--- src/rtl/buf_pkg.sv ---
// Shared types and encodings for the byte-serializing buffer sequencer.
// Used by buf_seq_ctrl and its optional watchdog (BUF_SEQ_CTRL_TIMEOUT_EN).
package buf_pkg;

  typedef enum logic [2:0] {
    ST_IDLE    = 3'd0,
    ST_CLR     = 3'd1,
    ST_LOAD    = 3'd2,
    ST_DISCARD = 3'd3,
    ST_LAST    = 3'd4,
    ST_STREAM  = 3'd5,
    ST_DONE    = 3'd6
  } state_e;

  // Host command codes; 2'b00 and 2'b10 are no-ops.
  localparam logic [1:0] CMD_LOAD  = 2'b01;
  localparam logic [1:0] CMD_ABORT = 2'b11;

  localparam logic [1:0] BUFCMD_IDLE = 2'b00;
  localparam logic [1:0] BUFCMD_LOAD = 2'b01;

  localparam logic [1:0] ERR_OK       = 2'b00;
  localparam logic [1:0] ERR_OVERFLOW = 2'b01;
  localparam logic [1:0] ERR_TIMEOUT  = 2'b10;
  localparam logic [1:0] ERR_ABORT    = 2'b11;

  function automatic logic is_cmd(input logic fire, input logic [1:0] cmd,
                                  input logic [1:0] code);
    return fire && (cmd == code);
  endfunction

endpackage

--- src/rtl/seq_wdog.sv ---
// Idle watchdog for the STREAM phase: expire fires on the idle cycle that makes the
// gap from the last byte to done equal to TIMEOUT cycles. Used with BUF_SEQ_CTRL_TIMEOUT_EN.
module seq_wdog #(
  parameter int TIMEOUT = 64
) (
  input  logic clk,
  input  logic rst_n,
  input  logic clear,
  input  logic tick,
  output logic expire
);

  localparam int CW = $clog2(TIMEOUT + 1);
  // Counter value seen on the idle cycle just before done: byte cycle + (TIMEOUT-1) idle cycles.
  localparam logic [CW-1:0] LIMIT = CW'(TIMEOUT - 2);

  logic [CW-1:0] cnt_q, cnt_d;

  always_comb begin
    cnt_d = cnt_q;
    if (clear) begin
      cnt_d = '0;
    end else if (tick && (cnt_q != LIMIT)) begin
      cnt_d = cnt_q + 1'b1;
    end
  end

  always_ff @(posedge clk) begin
    if (!rst_n) begin
      cnt_q <= '0;
    end else begin
      cnt_q <= cnt_d;
    end
  end

  assign expire = tick && !clear && (cnt_q == LIMIT);

endmodule

--- src/rtl/buf_seq_ctrl.sv ---
// Sequencer for the WORDS x 32 byte-serializing buffer: loads a host frame, closes it,
// counts the streamed bytes and reports status. BUF_SEQ_CTRL_TIMEOUT_EN adds a STREAM watchdog.
module buf_seq_ctrl
  import buf_pkg::*;
#(
  parameter int WORDS   = 512,
  parameter int TIMEOUT = 64
) (
  input  logic                   clk,
  input  logic                   rst_n,
  input  logic                   cmd_valid,
  input  logic [1:0]             cmd,
  output logic                   cmd_ready,
  input  logic                   s_valid,
  input  logic                   s_last,
  output logic                   s_ready,
  output logic                   buf_data_ready,
  output logic [1:0]             buf_command,
  output logic                   buf_last,
  output logic                   buf_rst_n,
  input  logic                   byte_val,
  output logic                   busy,
  output logic                   done,
  output logic [1:0]             err_code,
  output logic [$clog2(WORDS):0] loaded_words
);

  localparam int LW = $clog2(WORDS) + 1;
  localparam int BW = $clog2(WORDS * 4) + 1;
  localparam logic [LW-1:0] WORDS_MAX = LW'(WORDS);
  localparam logic [BW-1:0] BYTES_MAX = BW'(WORDS * 4);

  state_e        state_q, state_d;
  logic [LW-1:0] loaded_q, loaded_d;
  logic [BW-1:0] byte_cnt_q, byte_cnt_d;
  logic [1:0]    err_q, err_d;
  logic          buf_rst_n_q, buf_rst_n_d;

  logic cmd_fire, load_cmd, abort_cmd, beat, wdog_expire;

  assign cmd_fire  = cmd_valid && cmd_ready;
  assign load_cmd  = is_cmd(cmd_fire, cmd, CMD_LOAD);
  assign abort_cmd = is_cmd(cmd_fire, cmd, CMD_ABORT);
  assign beat      = s_valid && s_ready;

`ifdef BUF_SEQ_CTRL_TIMEOUT_EN
  seq_wdog #(
    .TIMEOUT (TIMEOUT)
  ) u_wdog (
    .clk    (clk),
    .rst_n  (rst_n),
    .clear  ((state_q != ST_STREAM) || byte_val),
    .tick   ((state_q == ST_STREAM) && !byte_val),
    .expire (wdog_expire)
  );
`else
  logic unused_timeout;
  assign unused_timeout = ^{TIMEOUT, ERR_TIMEOUT};
  assign wdog_expire    = 1'b0;
`endif

  // Next-state and counter updates; buf_rst_n_d low marks the cycles that re-arm the buffer.
  always_comb begin
    state_d     = state_q;
    loaded_d    = loaded_q;
    byte_cnt_d  = byte_cnt_q;
    err_d       = err_q;
    buf_rst_n_d = 1'b1;

    unique case (state_q)
      ST_IDLE: begin
        if (load_cmd) begin
          state_d     = ST_CLR;
          loaded_d    = '0;
          byte_cnt_d  = '0;
          err_d       = ERR_OK;
          buf_rst_n_d = 1'b0;
        end
      end

      ST_CLR: state_d = ST_LOAD;

      ST_LOAD: begin
        if (abort_cmd) begin
          state_d     = ST_DONE;
          err_d       = ERR_ABORT;
          buf_rst_n_d = 1'b0;
        end else if (beat) begin
          if (loaded_q != WORDS_MAX) begin
            loaded_d = loaded_q + 1'b1;
          end
          if (s_last) begin
            state_d = ST_LAST;
          end else if (loaded_q == WORDS_MAX - 1'b1) begin
            state_d = ST_DISCARD;
            err_d   = ERR_OVERFLOW;
          end
        end
      end

      ST_DISCARD: begin
        if (abort_cmd) begin
          state_d     = ST_DONE;
          err_d       = ERR_ABORT;
          buf_rst_n_d = 1'b0;
        end else if (beat && s_last) begin
          state_d = ST_LAST;
        end
      end

      ST_LAST: state_d = ST_STREAM;

      ST_STREAM: begin
        if (byte_val) begin
          if (byte_cnt_q != BYTES_MAX) begin
            byte_cnt_d = byte_cnt_q + 1'b1;
          end
          if (byte_cnt_q == BYTES_MAX - 1'b1) begin
            state_d = ST_DONE;
          end
        end else if (wdog_expire) begin
          state_d     = ST_DONE;
          err_d       = ERR_TIMEOUT;
          buf_rst_n_d = 1'b0;
        end
      end

      ST_DONE: state_d = ST_IDLE;

      default: state_d = ST_IDLE;
    endcase
  end

  // NOTE: state uses non-blocking assignments so every flop samples the pre-edge values;
  // the reset is synchronous to match the rest of the datapath.
  always_ff @(posedge clk) begin
    if (!rst_n) begin
      state_q     <= ST_IDLE;
      loaded_q    <= '0;
      byte_cnt_q  <= '0;
      err_q       <= ERR_OK;
      buf_rst_n_q <= 1'b0;
    end else begin
      state_q     <= state_d;
      loaded_q    <= loaded_d;
      byte_cnt_q  <= byte_cnt_d;
      err_q       <= err_d;
      buf_rst_n_q <= buf_rst_n_d;
    end
  end

  // Moore output decode. In IDLE, buf_rst_n_q is low only while reset is held,
  // so it doubles as the "out of reset" qualifier for cmd_ready.
  always_comb begin
    cmd_ready      = 1'b0;
    s_ready        = 1'b0;
    buf_data_ready = 1'b0;
    buf_command    = BUFCMD_IDLE;
    buf_last       = 1'b0;
    done           = 1'b0;

    unique case (state_q)
      ST_IDLE: cmd_ready = buf_rst_n_q;
      ST_LOAD: begin
        cmd_ready      = 1'b1;
        s_ready        = 1'b1;
        buf_data_ready = 1'b1;
        buf_command    = BUFCMD_LOAD;
      end
      ST_DISCARD: begin
        cmd_ready   = 1'b1;
        s_ready     = 1'b1;
        buf_command = BUFCMD_LOAD;
      end
      ST_LAST: begin
        buf_last    = 1'b1;
        buf_command = BUFCMD_LOAD;
      end
      ST_DONE: done = 1'b1;
      default: ;
    endcase
  end

  assign busy         = (state_q != ST_IDLE);
  assign buf_rst_n    = buf_rst_n_q;
  assign err_code     = err_q;
  assign loaded_words = loaded_q;

endmodule

--- config.mk ---
export PLATFORM = sky130hd
export DESIGN_NAME = buf_seq_ctrl
export DESIGN_NICKNAME = d
export VERILOG_FILES = /design/src/rtl/buf_pkg.sv /design/src/rtl/seq_wdog.sv /design/src/rtl/buf_seq_ctrl.sv
export SDC_FILE = /design/constraint.sdc
export NUM_CORES = 1
export LEC_CHECK = 0
export CORE_ASPECT_RATIO = 0.7
export CORE_UTILIZATION = 35
export DETAILED_ROUTE_END_ITERATION = 8
export GPL_TIMING_DRIVEN = 0
export HOLD_SLACK_MARGIN = 0.02
export PLACE_DENSITY = 0.59
export SYNTH_ARGS = -nofsm -noshare
export SYNTH_HDL_FRONTEND = slang
export SYNTH_HIERARCHICAL = 1
export SYNTH_SLANG_ARGS = --single-unit
--- constraint.sdc ---
create_clock -name clk -period 2.83 [get_ports clk]
set_input_delay 0.849 -clock clk [delete_from_list [all_inputs] [get_ports clk]]
set_output_delay 0.849 -clock clk [all_outputs]
set_load 0.01 [all_outputs]
==> flow_metrics.env <==
export IMPL_status="finished, violations left"
export IMPL_violations="design-rule violations"
export IMPL_synth_edf_count=0
export IMPL_final_util=0.4658
export IMPL_die_h_um=59.39
export IMPL_power_net_switching_w=0.0002814
export IMPL_crit_path_start="state_q[2]"
export IMPL_p_int_w=0.0006949
export IMPL_grt_pass1_wl_um=6920
export IMPL_cap_violations=0
export IMPL_arrival_ns=1.83
export IMPL_area_delta_synth_final_pct=25.30
export IMPL_post_route_min_period_ns=2.675
export IMPL_place_area_um2=1986
export IMPL_firstDrtPassIters=6
export IMPL_synthCells=212
export IMPL_rsz0062_at_grt="false"
export IMPL_die_area_um2=4987
export IMPL_power_density_nw_per_um2=473.2
export IMPL_p_leak_nw=0.7281
export IMPL_via_count=1629
export IMPL_async_flop_share=0
export IMPL_crit_type="register to output pin"
export IMPL_clock_skew_ns=0.006724
export IMPL_yosys_warnings=6
export IMPL_finalWirelength_um=4233
export IMPL_slew_headroom=0.6230
export IMPL_die_x_um=83.98
export IMPL_fp_coreArea_um2=4429
export IMPL_hpwl_um=3150
export IMPL_hp_start="err_code[0]"
export IMPL_post_route_period_util=0.9451
export IMPL_setup_violations_final=0
export IMPL_seq_area_frac_synth=0.3404
export IMPL_ys_flop_type="dfxtp_1"
export IMPL_cts_setup_buffers=0
export IMPL_grt_overflow=0
export IMPL_cts_tree="done"
export IMPL_worst_path_largest_cell_delay_ns=0.49
export IMPL_clkSlewWorstSetupHoldPaths_ns=0.10
export IMPL_crit_chain="clkbuf_1 > nand2b_1 > o21ai_0 > clkdlybuf4s50_1"
export IMPL_row_count=20
export IMPL_cp_max_fo=10
export IMPL_end_kind="output pin"
export IMPL_drive_gt1_frac=0.06996
export IMPL_clkPwrFrac=0.331
export IMPL_start_util=0.3718
export IMPL_synth_area_per_cell_um2=7.767
export IMPL_ir_drop_uv=248.3
export IMPL_r2r_start="state_q[2]"
export IMPL_via_per_inst=5.466
export IMPL_grt_pass1_vias=1383
export IMPL_tightest_slew_ns=0.5655
export IMPL_yosys_cell_types_count=48
export IMPL_combPwrFrac=0.238
export IMPL_crit_required_ns=1.98
export IMPL_insertion_delay_ns=0.28
export IMPL_antenna_found_initial=0
export IMPL_syn_area_um2=1647
export IMPL_drc=6
export IMPL_io_pins=29
export IMPL_drv_slew=0
export IMPL_io_buffers=27
export IMPL_critPathSlowestCell="clkdlybuf4s50_1"
export IMPL_power_frac_seq=0.431
export IMPL_hp_class="register to register"
export IMPL_clock_sinks=28
export IMPL_hold_viol_final=0
export IMPL_routedWlPerCell_um=14.20
export IMPL_synth_seq_cells=28
export IMPL_clockRootBuffer="clkbuf_8"
export IMPL_critPathLaunchType="register"
export IMPL_cts_htree_levels=1
export IMPL_cts_made_buffers=3
export IMPL_final_nets=256
export IMPL_antennaDiodeCount=0
export IMPL_clk_path_buf_depth=2
export IMPL_grt_use_total=0.1787
export IMPL_gp_congestion=0.8144
export IMPL_swShare=0.2882
export IMPL_max_freq_mhz=373.9
export IMPL_final_area_um2=2063
export IMPL_dp_cells=294
export IMPL_grt_max_degree=17
export IMPL_drt_iter0_drc=39
export IMPL_stdcell_count=298
export IMPL_drtAntennaViolNets=0
export IMPL_syn_nets=224
timing repair:
action / 4_1_cts / 5_1_grt
hold buffers: 0 / 0
gates cloned: 0 / 0
gates resized for setup: 1 / 3
setup endpoints to repair: 1 / 1
endpoints found under the hold margin: 0 / 0
worst max-delay path, delay by kind of cell (launching register included):
kind / cells / cell delay, ns
AO/OA/AOI/OAI: 1 / 0.12
buffers and inverters: 2 / 0.82
flip-flops: 1 / 0.34
AND/OR/NAND/NOR: 1 / 0.26
kinds of logic (layout without fill, tap and decap cells):
logic type / Yosys count / in the layout / synth area share
other: 1 / 1 / 0.002277
adder cells (fa/ha/maj): 4 / 4 / 0.03040
flip-flops: 28 / 28 / 0.3404
XOR/XNOR: 4 / 4 / 0.02128
buffers and inverters: 22 / 53 / 0.05699
AND/OR/NAND/NOR: 105 / 105 / 0.3488
multiplexers: 2 / 2 / 0.01216
AO/OA/AOI/OAI: 46 / 46 / 0.1877
power by group through the flow:
stage	Combinational (W)	Clock (W)	Sequential, W
6_report	0.000232	0.000323	0.000421
5_1_grt	0.000255	0.000344	0.000422
2_1_floorplan	0.000144	0	0.000427
3_3_place_gp	0.000231	0	0.000430
3_5_place_dp	0.000229	0	0.000429
4_1_cts	0.000231	0.000334	0.000420
final cells by class:
type / count / area, um^2
buffer: 8 / 45.04
clock buffer: 3 / 41.29
clock inverter: 1 / 30.03
fill: 457 / 2366
inverter: 14 / 52.55
multi-input combinational: 162 / 994.7
sequential: 28 / 560.5
tap: 55 / 68.82
timing repair buffer: 27 / 270.3
state kept, by name (all words and copies together) (netlist names):
signal / count
err_code: 2
state_q: 3
buf_rst_n: 1
byte_cnt_q: 12
loaded_words: 10
Yosys cell counts (all sizes together) (2+ instances only):
cell type,n,share of area
buf,3,0.014
inv,14,0.032
dfxtp,28,0.34
nand4,8,0.034
nand2,25,0.057
o211ai,5,0.023
nor2,24,0.059
o21ai,8,0.031
a31oi,2,0.0076
nand2b,3,0.011
ha,4,0.030
and3,3,0.011
a31o,2,0.011
mux2i,2,0.012
nor2b,2,0.0076
a21oi,14,0.043
nor4,3,0.011
xor2,3,0.016
nor4b,2,0.011
nand3,13,0.040
o31ai,7,0.032
and4,2,0.011
or4,12,0.055
clkbuf,5,0.011
worst paths after layout:
| check | endpoint | slack, ns | depth (start not counted) |
|---|---|---|---|
| setup / recovery | buf_command[0] | 0.16 | 4 |
| hold / removal | err_code[0] | 0.45 | 2 |
| setup reg to reg | byte_cnt_q[10] | 0.68 | 6 |
| hold reg to reg | err_code[0] | 0.45 | 2 |
metrics by stage:
stage                     power (W)  setup TNS (ns)  hold slack [ns]  setup slack [ns]
after CTS                 0.0009848               0           0.4558           0.06643
final                     0.0009763               0           0.4530            0.1554
after floorplan           0.0005705               0           0.4549            0.6612
after global routing       0.001022               0           0.4707           0.04699
after detailed placement  0.0006583          -1.288           0.4401           -0.1421
after global placement    0.0006602          -1.334           0.4367           -0.1327
placed cells by master, fill, tap and decap left out, drive strengths merged, types with 3 or more instances in the layout:
cell type and count:
nand2b 3, a21oi 14, buf 3, nand4 8
or4 12, clkbuf 8, xor2 3, dfxtp 28
o211ai 5, o31ai 7, nor4 3, inv 14
o21ai 8, nand2 25, clkdlybuf4s50 27, ha 4
nand3 13, and3 3, nor2 24
layer usage:
layer  track usage  vias up  wire [um]  share of wire
met2        0.2494       44       1660           0.39
met1        0.2772      744       2305           0.54
li1              -      837          -              -
met3       0.03900        4        241          0.057
met5             0        -          0              0
met4       0.03695        0         26         0.0061
Power figures use the tool's default switching activity.
